File: config.mk
export PLATFORM = sky130hd
export DESIGN_NAME = hazard_stall_ctrl_flat
export DESIGN_NICKNAME = d
export VERILOG_FILES = /design/src/rtl/hazard_stall_ctrl_if.sv /design/src/rtl/hazard_stall_ctrl.sv /design/src/flat_wrapper.sv
export SDC_FILE = /design/constraint.sdc
export NUM_CORES = 1
export LEC_CHECK = 0
export CORE_MARGIN = 2
export CORE_UTILIZATION = 25
export CTS_CLUSTER_DIAMETER = 150
export DETAILED_ROUTE_END_ITERATION = 16
export HOLD_SLACK_MARGIN = 0.15
export PLACE_DENSITY = 0.64
export SETUP_SLACK_MARGIN = 0.5
export SLEW_MARGIN = 20
export SYNTH_ARGS = -nofsm -noshare
export SYNTH_HDL_FRONTEND = slang
export SYNTH_SLANG_ARGS = --single-unit
File: constraint.sdc
create_clock -name clk -period 1.69 [get_ports clk]
set_clock_uncertainty 0.05 [all_clocks]
set_input_delay 0.338 -clock clk [delete_from_list [all_inputs] [get_ports clk]]
set_output_delay 0.338 -clock clk [all_outputs]
set_load 0.01 [all_outputs]
File: src/rtl/hazard_stall_ctrl_if.sv
// Hazard-field bundle between the pipeline decode/execute stages and the stall controller.
// Latency: none, plain wires.
// Backpressure: none; the controller answers with enables/clear on the same bundle.
interface hazard_stall_ctrl_if #(
  parameter int RW = 5,
  parameter int TW = 2
);
  logic [RW-1:0] rs_D;
  logic [RW-1:0] rt_D;
  logic [TW-1:0] tuse_rs_D;
  logic [TW-1:0] tuse_rt_D;
  logic [RW-1:0] A3_E;
  logic [TW-1:0] tnew_E;
  logic [RW-1:0] A3_M;
  logic [TW-1:0] tnew_M;
  logic          md_D;
  logic          md_start_E;
  logic          md_div_E;
  logic          enPC;
  logic          enD;
  logic          clrE;
  logic          md_busy;
  logic [31:0]   stall_cnt;

  // Pipeline side: supplies decoded hazard fields, consumes enables.
  modport master (
    output rs_D, rt_D, tuse_rs_D, tuse_rt_D, A3_E, tnew_E, A3_M, tnew_M,
           md_D, md_start_E, md_div_E,
    input  enPC, enD, clrE, md_busy, stall_cnt
  );

  // Controller side.
  modport slave (
    input  rs_D, rt_D, tuse_rs_D, tuse_rt_D, A3_E, tnew_E, A3_M, tnew_M,
           md_D, md_start_E, md_div_E,
    output enPC, enD, clrE, md_busy, stall_cnt
  );
endinterface

File: src/rtl/hazard_stall_ctrl.sv
// Stall controller for the 5-stage MIPS core: Tuse/Tnew data hazards plus mult/div busy tracking.
// Latency: enables/clear are combinational (zero cycles); busy counter and stall statistics are registered.
// Backpressure: stalls hold PC and IF/ID and inject an ID/EX bubble; optional stall counter via HAZARD_STALL_STAT_EN.
module hazard_stall_ctrl #(
  parameter int RW       = 5,
  parameter int TW       = 2,
  parameter int MULT_LAT = 5,
  parameter int DIV_LAT  = 10,
  parameter int CW       = 4
) (
  input logic               clk,
  input logic               reset,
  hazard_stall_ctrl_if.slave bus
);

  logic [RW-1:0] w_rs_D;
  logic [RW-1:0] w_rt_D;
  logic [RW-1:0] w_A3_E;
  logic [RW-1:0] w_A3_M;
  logic [TW-1:0] w_tuse_rs;
  logic [TW-1:0] w_tuse_rt;
  logic [TW-1:0] w_tnew_E;
  logic [TW-1:0] w_tnew_M;
  logic          w_stall_rs;
  logic          w_stall_rt;
  logic          w_stall_md;
  logic          w_md_busy;
  logic          w_stall;
  logic [CW-1:0] r_busy_cnt;

  assign w_rs_D    = bus.rs_D;
  assign w_rt_D    = bus.rt_D;
  assign w_A3_E    = bus.A3_E;
  assign w_A3_M    = bus.A3_M;
  assign w_tuse_rs = bus.tuse_rs_D;
  assign w_tuse_rt = bus.tuse_rt_D;
  assign w_tnew_E  = bus.tnew_E;
  assign w_tnew_M  = bus.tnew_M;

  // A source register of $0 never stalls, which also keeps A3 == 0 (no write) from matching.
  assign w_stall_rs = (w_rs_D != '0) &&
                      (((w_rs_D == w_A3_E) && (w_tuse_rs < w_tnew_E)) ||
                       ((w_rs_D == w_A3_M) && (w_tuse_rs < w_tnew_M)));
  assign w_stall_rt = (w_rt_D != '0) &&
                      (((w_rt_D == w_A3_E) && (w_tuse_rt < w_tnew_E)) ||
                       ((w_rt_D == w_A3_M) && (w_tuse_rt < w_tnew_M)));

  assign w_md_busy  = (r_busy_cnt != '0);
  // The start cycle itself already blocks HI/LO users, before the counter is loaded.
  assign w_stall_md = bus.md_D && (bus.md_start_E || w_md_busy);

  // Reset forces the pipeline to run freely regardless of hazard inputs.
  assign w_stall = ~reset && (w_stall_rs || w_stall_rt || w_stall_md);

  assign bus.enPC    = ~w_stall;
  assign bus.enD     = ~w_stall;
  assign bus.clrE    = w_stall;
  assign bus.md_busy = w_md_busy;

  // MD busy counter: load on a start only when idle; a start while busy is ignored.
  always_ff @(posedge clk) begin
    if (reset) begin
      r_busy_cnt <= '0;
    end else if (bus.md_start_E && (r_busy_cnt == '0)) begin
      r_busy_cnt <= bus.md_div_E ? CW'(DIV_LAT) : CW'(MULT_LAT);
    end else if (r_busy_cnt != '0) begin
      r_busy_cnt <= r_busy_cnt - CW'(1);
    end
  end

`ifdef HAZARD_STALL_STAT_EN
  logic [31:0] r_stall_cnt;

  // Saturating count of stalled cycles since reset.
  always_ff @(posedge clk) begin
    if (reset) begin
      r_stall_cnt <= '0;
    end else if (w_stall && (r_stall_cnt != 32'hFFFF_FFFF)) begin
      r_stall_cnt <= r_stall_cnt + 32'd1;
    end
  end

  assign bus.stall_cnt = r_stall_cnt;
`else
  assign bus.stall_cnt = 32'h0;
`endif

endmodule

File: src/flat_wrapper.sv
// flat-port wrapper written by rule: the top's interface ports become plain ports
module hazard_stall_ctrl_flat 
#(
  parameter int RW       = 5,
  parameter int TW       = 2,
  parameter int MULT_LAT = 5,
  parameter int DIV_LAT  = 10,
  parameter int CW       = 4
)
  (clk, reset, bus_rs_D, bus_rt_D, bus_tuse_rs_D, bus_tuse_rt_D, bus_A3_E, bus_tnew_E, bus_A3_M, bus_tnew_M, bus_md_D, bus_md_start_E, bus_md_div_E, bus_enPC, bus_enD, bus_clrE, bus_md_busy, bus_stall_cnt);
  hazard_stall_ctrl_if #(.RW(RW), .TW(TW)) bus_i ();
  input logic clk;
  input logic reset;
  input wire logic [$bits(bus_i.rs_D)-1:0] bus_rs_D;
  input wire logic [$bits(bus_i.rt_D)-1:0] bus_rt_D;
  input wire logic [$bits(bus_i.tuse_rs_D)-1:0] bus_tuse_rs_D;
  input wire logic [$bits(bus_i.tuse_rt_D)-1:0] bus_tuse_rt_D;
  input wire logic [$bits(bus_i.A3_E)-1:0] bus_A3_E;
  input wire logic [$bits(bus_i.tnew_E)-1:0] bus_tnew_E;
  input wire logic [$bits(bus_i.A3_M)-1:0] bus_A3_M;
  input wire logic [$bits(bus_i.tnew_M)-1:0] bus_tnew_M;
  input wire logic [$bits(bus_i.md_D)-1:0] bus_md_D;
  input wire logic [$bits(bus_i.md_start_E)-1:0] bus_md_start_E;
  input wire logic [$bits(bus_i.md_div_E)-1:0] bus_md_div_E;
  output wire logic [$bits(bus_i.enPC)-1:0] bus_enPC;
  output wire logic [$bits(bus_i.enD)-1:0] bus_enD;
  output wire logic [$bits(bus_i.clrE)-1:0] bus_clrE;
  output wire logic [$bits(bus_i.md_busy)-1:0] bus_md_busy;
  output wire logic [$bits(bus_i.stall_cnt)-1:0] bus_stall_cnt;
  assign bus_i.rs_D = bus_rs_D;
  assign bus_i.rt_D = bus_rt_D;
  assign bus_i.tuse_rs_D = bus_tuse_rs_D;
  assign bus_i.tuse_rt_D = bus_tuse_rt_D;
  assign bus_i.A3_E = bus_A3_E;
  assign bus_i.tnew_E = bus_tnew_E;
  assign bus_i.A3_M = bus_A3_M;
  assign bus_i.tnew_M = bus_tnew_M;
  assign bus_i.md_D = bus_md_D;
  assign bus_i.md_start_E = bus_md_start_E;
  assign bus_i.md_div_E = bus_md_div_E;
  assign bus_enPC = bus_i.enPC;
  assign bus_enD = bus_i.enD;
  assign bus_clrE = bus_i.clrE;
  assign bus_md_busy = bus_i.md_busy;
  assign bus_stall_cnt = bus_i.stall_cnt;
  hazard_stall_ctrl #(.RW(RW), .TW(TW), .MULT_LAT(MULT_LAT), .DIV_LAT(DIV_LAT), .CW(CW)) u_core (.clk(clk), .reset(reset), .bus(bus_i));
endmodule
==> metrics.md, run 1 <==
| Metric | Value |
|---|---|
| Switching share of power | roughly 40% |
| Critical Path RT | 1.30 ns |
| Post-synthesis adder-cell area fraction | just under 9% |
| Warnings, synthesis | 0 |
| Hold_buf cts | 0 |
| Largest net degree at the start of global routing | 8 |
| Seq/Total Area, Yosys | a little under a tenth |
| Largest cells by area after synthesis | buf_4 29%, xor2_1 22%, dfxtp_1 9.4% |
| Clock Tree Buf Depth | 2 |
| Share of the synthesized area in the top cell type | between 20 and 30% |
| Psw | 0.548 mW |
| Final Instance Area | about 0.0015 mm² |
| Final WS setup | -0.191 ns |
| Tcrit/Tclk final | 111% |
| GRT Overall Usage | 10.4% |
| Max Cap Viol | 0 |
| Dpl ws | -1.13 ns |
| Status | finished, violations left |
| Vias per inst | about 3.9 |
| Total Wirelength | 2320 µm |
| Tmin final | about 1.9 ns |
| # rows | 21 |
| Gr ovfl total | 0 |
| Slowest CP cell | or4_4 |
| Pins Over Slew Limit | 0 |
| Share of cells above drive strength 1 | between 50% and 60% |
| Die ar. | between 0.003 and 0.004 mm² |
| Setup_tns | -0.560 ns |
| Post-synthesis xor/xnor area fraction | a little over a fifth |
| Initial Utilization | 25.8% |
| Biggest regs | u_core.r_busy_cnt x4 |
| Via count | between 800 and 900 |
| DP Wirelength | 1680 µm |
| Synthesized area | 855 µm² |
| TritonCTS clock tree | built |
| CP Capture Type | primary output |
| Mean post-synth cell area | about 7.7 µm² |
| Yosys top cell by area | buf_4 |
| Worst Hold Class | flop to flop |
| Die Wd | between 60 and 70 µm |
| Main combinational cell family by area after synthesis | buffers and inverters |
| Final nets | a little over 200 |
| First-pass GRT wire length | between 3000 and 4000 µm |
| Max Fclk | around 530 MHz |
| Crit Path Category | input port to primary output |
| Setup violations, final | 3 |
| Post-synthesis mux area share | 0% |
| Complex-gate fraction of the synthesized area | between 10% and 20% |
| CP Launch Type | input port |
| RD Place Congestion | 0.734 |
| Detailed-route DRC error count | 0 |
| Area post-placement | between 0.001 and 0.0015 mm² |
| Power, Total | ~1.4 mW |
| Combinational group share of total power | around four fifths |
| Simple-gate area share of the yosys netlist | between 10 and 15% |
| Endpoints failing hold | 0 |
| FFs w/ async S/R, synth | 0% |
| CTS root buf | clkbuf_4 |
| Crit-path cells | buf_8 -> or4_4 -> nor2_4 -> o22ai_4 -> a21o_1 -> buf_2 |
| Commonest cells after routing, fill and taps aside | 32 x conb_1, 17 x buf_6, 15 x xor2_1, 15 x buf_2 |
| DR WL/cell | approximately 11 µm |
| RSZ-0062 raised after global routing | true |
| Top reg by flops | u_core.r_busy_cnt |
| N_diodes | 0 |
| Commonest non-fill, non-tap cell in the layout | conb_1 |
| CP delay by family, top | simple AND/OR/NAND/NOR gates |
| Arrival time worst endpoint | 1.49 ns |
| # fillers | around 350 |
| Buffers and inverters on the worst path | 2 |
| Top Ports | 69 |
| VDD IR-drop max | approximately 0.35 mV |
| Int Pwr | 0.807 mW |
| Hold_ws | roughly 0.59 ns |
| Post-synthesis cell type count | 25 |
| Clock Latency Late Sink | about 0.23 ns |
| PortBufs | 36 |
| Clk network pwr share | 8.3% |
| Top_reg_cell synth | dfxtp_1 |
| Clock transition at path regs | approximately 0.03 ns |
| Routed Antenna Nets | 0 |
| Power Density | ~890 mW/mm² |
| Critical path's largest stage delay | about 0.54 ns |
| Area growth syn-to-layout | 78.9% |
| Mapped Cells | 111 |
| Core ar. | approximately 0.0033 mm² |
| H-tree Lvls | 1 |
| Max FFs per register | 4 |
| Failing checks | setup timing |
| Cts bufs inserted | 3 |
| Sequential power share | between 10% and 20% |
| Sink Count | 4 |
| Leakage | 0.674 nW |
| Initial DRC count | 21 |
| CP max FO | 3 |
| Drt pass-1 iters | 4 |
| Antenna violations before repair | 0 |
| EDFF count, synth | 0 |
| FF+latch count, synth | 4 |
| Die height | 62.5 µm |
| Vias in the first global route | between 700 and 800 |
## worst reg2reg max path: cells and delay by family (launching register included)
family / cells / cell delay [ns]
buffers and inverters: 3 / 0.30
and+or+nand+nor: 1 / 0.15
DFF: 1 / 0.32
AOI/OAI and AO/OA: 1 / 0.22
adders and majority gates: 1 / 0.15
## metrics by stage
stage	utilization [%]	instances
after global placement	37.6	200
after detailed placement	37.6	200
after floorplan	-	142
after global routing	46.2	208
final	46.2	208
after CTS	41.2	206
## worst paths after layout
check | slack [ns] | end | cells after the start | from
worst max-delay path | -0.19 | bus_clrE | 6 | bus_rs_D[3]
worst min-delay path | 0.59 | u_core.r_busy_cnt[0]$_SDFFE_PP0P_ | 3 | u_core.r_busy_cnt[0]$_SDFFE_PP0P_
worst max register to register | 0.41 | u_core.r_busy_cnt[0]$_SDFFE_PP0P_ | 6 | u_core.r_busy_cnt[1]$_SDFFE_PP0P_
worst min register to register | 0.59 | u_core.r_busy_cnt[0]$_SDFFE_PP0P_ | 3 | u_core.r_busy_cnt[0]$_SDFFE_PP0P_
## logic make-up after synthesis
family	after synthesis
AO/OA/AOI/OAI	18
XOR/XNOR	21
adder cells (fa/ha/maj)	6
buffers and inverters	40
flip-flops	4
other	1
AND/OR/NAND/NOR	21
## repair_timing
action,CTS,global route
cloned,0,0
hold endpoints to repair,0,0
gates resized for setup,143,55
buffers inserted,3,2
pin swaps,28,27
endpoints found under the setup margin,8,8
## cell type report
type / instances / area [µm²] / share of cell area (%)
multi-input combinational: 98 / 898 / 58.8
sequential: 4 / 83.8 / 5.48
tap: 46 / 57.6 / 3.76
timing repair buffer: 51 / 434 / 28.4
inverter: 6 / 32.5 / 2.13
clock buffer: 3 / 22.5 / 1.47
## cells in the mapped netlist, drive strengths merged, types with 2 or more instances
library cell,count
o21ai,2
a21oi,6
xor2,21
or4,2
nor2,5
a211oi,4
a22oi,2
ha,6
or2b,2
buf,33
inv,6
dfxtp,4
nor4,4
nand2b,3
## power groups by stage
stage / clock network, mW / registers (mW) / logic (mW)
2_1_floorplan: 0 / 0.164 / 0.456
3_3_place_gp: 0 / 0.162 / 0.674
6_report: 0.112 / 0.168 / 1.07
4_1_cts: 0.116 / 0.167 / 0.822
5_1_grt: 0.123 / 0.172 / 1.17
3_5_place_dp: 0 / 0.163 / 0.678
## per-layer routing
metal / up-vias / global-route usage [%] / share of wire, % / routed length [µm]
met4: 0 / 4.17 / 0 / 0
met1: 371 / 13.1 / 41 / 947
met5: - / 0 / 0 / 0
met3: 0 / 1.26 / 3.7 / 86
li1: 405 / - / - / -
met2: 30 / 18.0 / 55 / 1280
(Power assumes the default switching activity.)
==> run 2: changes to the inputs <==
--- a/config.mk
+++ b/config.mk
@@ -6,11 +6,11 @@
 export NUM_CORES = 1
 export LEC_CHECK = 0
 export CORE_MARGIN = 2
-export CORE_UTILIZATION = 25
+export CORE_UTILIZATION = 30
 export CTS_CLUSTER_DIAMETER = 150
 export DETAILED_ROUTE_END_ITERATION = 16
 export HOLD_SLACK_MARGIN = 0.15
-export PLACE_DENSITY = 0.64
+export PLACE_DENSITY = 0.75
 export SETUP_SLACK_MARGIN = 0.5
 export SLEW_MARGIN = 20
 export SYNTH_ARGS = -nofsm -noshare
==> run 2 against run 1 <==
- the run still ends with setup timing left
- clock power is 5% higher
- non-clock buffer count is 2 lower
- sequential share of layout area is 0.42 points higher
- first-iteration DRC count is 9.5% lower
- hold slack better by 0.023 ns
- register-to-register slack worse by 0.04 ns
- combinational power hardly changed
- sequential cell count stayed put
==> metrics.md, run 2 (synthesized netlist as in run 1, its figures left out) <==
| Metric | Value |
|---|---|
| Worst Hold Class | flop to flop (unchanged) |
| Pins Over Slew Limit | 0 (unchanged) |
| Clock transition at path regs | 0.04 ns (was 0.03 ns) |
| Die height | 57.4 µm (was 62.5 µm) |
| RD Place Congestion | 0.795 (was 0.734) |
| Setup violations, final | 3 (unchanged) |
| CP max FO | 2 (was 3) |
| Top Ports | 69 (unchanged) |
| Clock Latency Late Sink | 0.24 ns (was 0.23 ns) |
| Crit-path cells | clkdlybuf4s15_1 -> or2b_1 -> a211oi_2 -> a22oi_1 -> o22ai_2 -> a21o_1 -> buf_2 (was buf_8 -> or4_4 -> nor2_4 -> o22ai_4 -> a21o_1 -> buf_2) |
| Top Usage Layer GRT | met2 (unchanged) |
| CTS root buf | clkbuf_4 (unchanged) |
| TritonCTS clock tree | built (unchanged) |
| Hold_buf cts | 0 (unchanged) |
| Max Cap Viol | 0 (unchanged) |
| Worst Hold Path EP | u_core.r_busy_cnt[3]$_SDFFE_PP0P_ (was u_core.r_busy_cnt[0]$_SDFFE_PP0P_) |
| Tcrit/Tclk final | 113% (was 111%) |
| Core ar. | 0.00273 mm² (was 0.00331 mm²) |
| Total Wirelength | 2440 µm (was 2320 µm) |
| GR Layer Usage met3 | 0.680% (was 1.26%) |
| Arrival time worst endpoint | 1.52 ns (was 1.49 ns) |
| Clock Tree Buf Depth | 2 (unchanged) |
| Crit Path Category | input port to primary output (unchanged) |
| PortBufs | 36 (unchanged) |
| Crit Reg-Reg Startpoint | u_core.r_busy_cnt[0]$_SDFFE_PP0P_ (was u_core.r_busy_cnt[1]$_SDFFE_PP0P_) |
| Final nets | 201 (was 203) |
| Failing checks | setup timing (unchanged) |
| Critical path's largest stage delay | 0.24 ns (was 0.54 ns) |
| Endpoints failing hold | 0 (unchanged) |
| Power Density | 977 mW/mm² (was 886 mW/mm²) |
| Power, Total | 1.39 mW (was 1.36 mW) |
| DR WL/cell | 12.7 µm (was 11.1 µm) |
| Drt pass-1 iters | 6 (was 4) |
| Biggest regs | u_core.r_busy_cnt x4 (unchanged) |
| Die ar. | 0.00329 mm² (was 0.00390 mm²) |
| Tmin final | 1.91 ns (was 1.88 ns) |
| Vias per inst | 4.36 (was 3.88) |
| Max Fclk | 524 MHz (was 532 MHz) |
| CP Capture Type | primary output (unchanged) |
| Routed Antenna Nets | 0 (unchanged) |
| Leakage | 0.651 nW (was 0.674 nW) |
| Register-to-Register Path Depth | 7 (was 6) |
| # rows | 19 (was 21) |
| CP Launch Type | input port (unchanged) |
| Final WS setup | -0.218 ns (was -0.191 ns) |
| GR Layer Usage met1 | 13.9% (was 13.1%) |
| Status | finished, violations left (unchanged) |
| Hold wc startpoint | u_core.r_busy_cnt[3]$_SDFFE_PP0P_ (was u_core.r_busy_cnt[0]$_SDFFE_PP0P_) |
| Initial Utilization | 31.3% (was 25.8%) |
| Cts bufs inserted | 3 (unchanged) |
| WHS Path Cells | 3 (unchanged) |
| VDD IR-drop max | 0.967 mV (was 0.353 mV) |
| Slowest CP cell | or2b_1 (was or4_4) |
| Max FFs per register | 4 (unchanged) |
| Placed cell count | 183 (was 200) |
| Vias in the first global route | 853 (was 767) |
| Initial DRC count | 19 (was 21) |
| Critical Path RT | 1.30 ns (about the same) |
| H-tree Lvls | 1 (unchanged) |
| Sink Count | 4 (unchanged) |
| Detailed-route DRC error count | 0 (unchanged) |
| Gr ovfl total | 0 (unchanged) |
| RSZ-0062 raised after global routing | true (unchanged) |
| Area growth syn-to-layout | 66.3% (was 78.9%) |
| Commonest non-fill, non-tap cell in the layout | conb_1 (unchanged) |
| RR Endpoint | u_core.r_busy_cnt[0]$_SDFFE_PP0P_ (unchanged) |
| Top reg by flops | u_core.r_busy_cnt (unchanged) |
| Buffers and inverters on the worst path | 2 (unchanged) |
| First-pass GRT wire length | 3550 µm (was 3260 µm) |
| Largest net degree at the start of global routing | 8 (unchanged) |
| Filler-free cell count of the finished design | 191 (was 208) |
| Met2 usage | 27.4% (was 18.0%) |
| Via count | 833 (was 806) |
| GRT Overall Usage | 13.4% (was 10.4%) |
| Setup_tns | -0.585 ns (was -0.560 ns) |
| DP Wirelength | 1760 µm (was 1680 µm) |
| Commonest cells after routing, fill and taps aside | 32 x conb_1, 19 x xor2_1, 18 x buf_2 (was 32 x conb_1, 17 x buf_6, 15 x xor2_1, 15 x buf_2) |
| N_diodes | 0 (unchanged) |
| Flop2flop setup slack | 0.37 ns (was 0.41 ns) |
| Share of cells above drive strength 1 | 53.1% (was 58.0%) |
| Die Wd | 57.4 µm (was 62.5 µm) |
| Antenna violations before repair | 0 (unchanged) |
| CP delay by family, top | compound AO/OA/AOI/OAI gates (was simple AND/OR/NAND/NOR gates) |
-- run 2: how the worst max path moves through the flow --
stage	from	end	cells past startpoint
floorplan	bus_rs_D[0]	bus_enPC	5
global placement	bus_tnew_M[1]	bus_clrE	8
detailed placement	bus_tnew_M[1]	bus_clrE	8
CTS	bus_rs_D[3]	bus_clrE	6
global route	bus_tuse_rt_D[0]	bus_clrE	7
finish	bus_tuse_rt_D[0]	bus_clrE	7
-- run 2: routing by layer --
metal,up-vias,routed length [µm]
met2,40,1350
met1,379,886
met3,8,137
li1,406,-
met5,-,0
met4,0,59
-- run 2: report_power, final --
group	total [mW]	internal [mW]	switching, mW	leakage [nW]
logic	1.10	0.587	0.516	0.604
registers	0.168	0.143	0.0249	0.0340
clock network	0.118	0.0794	0.0382	0.0138
-- run 2: metrics by stage --
step	cell area (µm²)	setup WS (ns)	hold slack, ns	util [%]
after floorplan	1010	-0.0877	0.353	-
after global placement	1210	-1.11	0.537	44.3
after detailed placement	1210	-1.13	0.547	44.3
after CTS	1280	-0.213	0.583	46.8
after global routing	1420	-0.238	0.657	52.0
final	1420	-0.218	0.617	52.0
-- run 2: final cells by class --
class                           count  area (µm²)
Timing Repair Buffer               49         403
Sequential cell                     4        83.8
Fill cell                         267        1310
Multi-Input combinational cell     98         841
Tap cell                           31        38.8
Clock buffer                        3        22.5
Inverter                            6        32.5
-- run 2: worst reg2reg max path: cells and delay by family, from the launching register on --
kind / cells / cell delay (ns)
compound gates: 2 / 0.25
simple gates: 1 / 0.16
buf+inv: 3 / 0.30
fa+ha+maj: 1 / 0.14
flops: 1 / 0.31
-- run 2: repair_timing --
item | 4_1_cts | 5_1_grt
endpoints found under the setup margin | 8 | 8
buffers inserted | 2 | 3
pin swaps | 30 | 23
resized for setup | 146 | 36
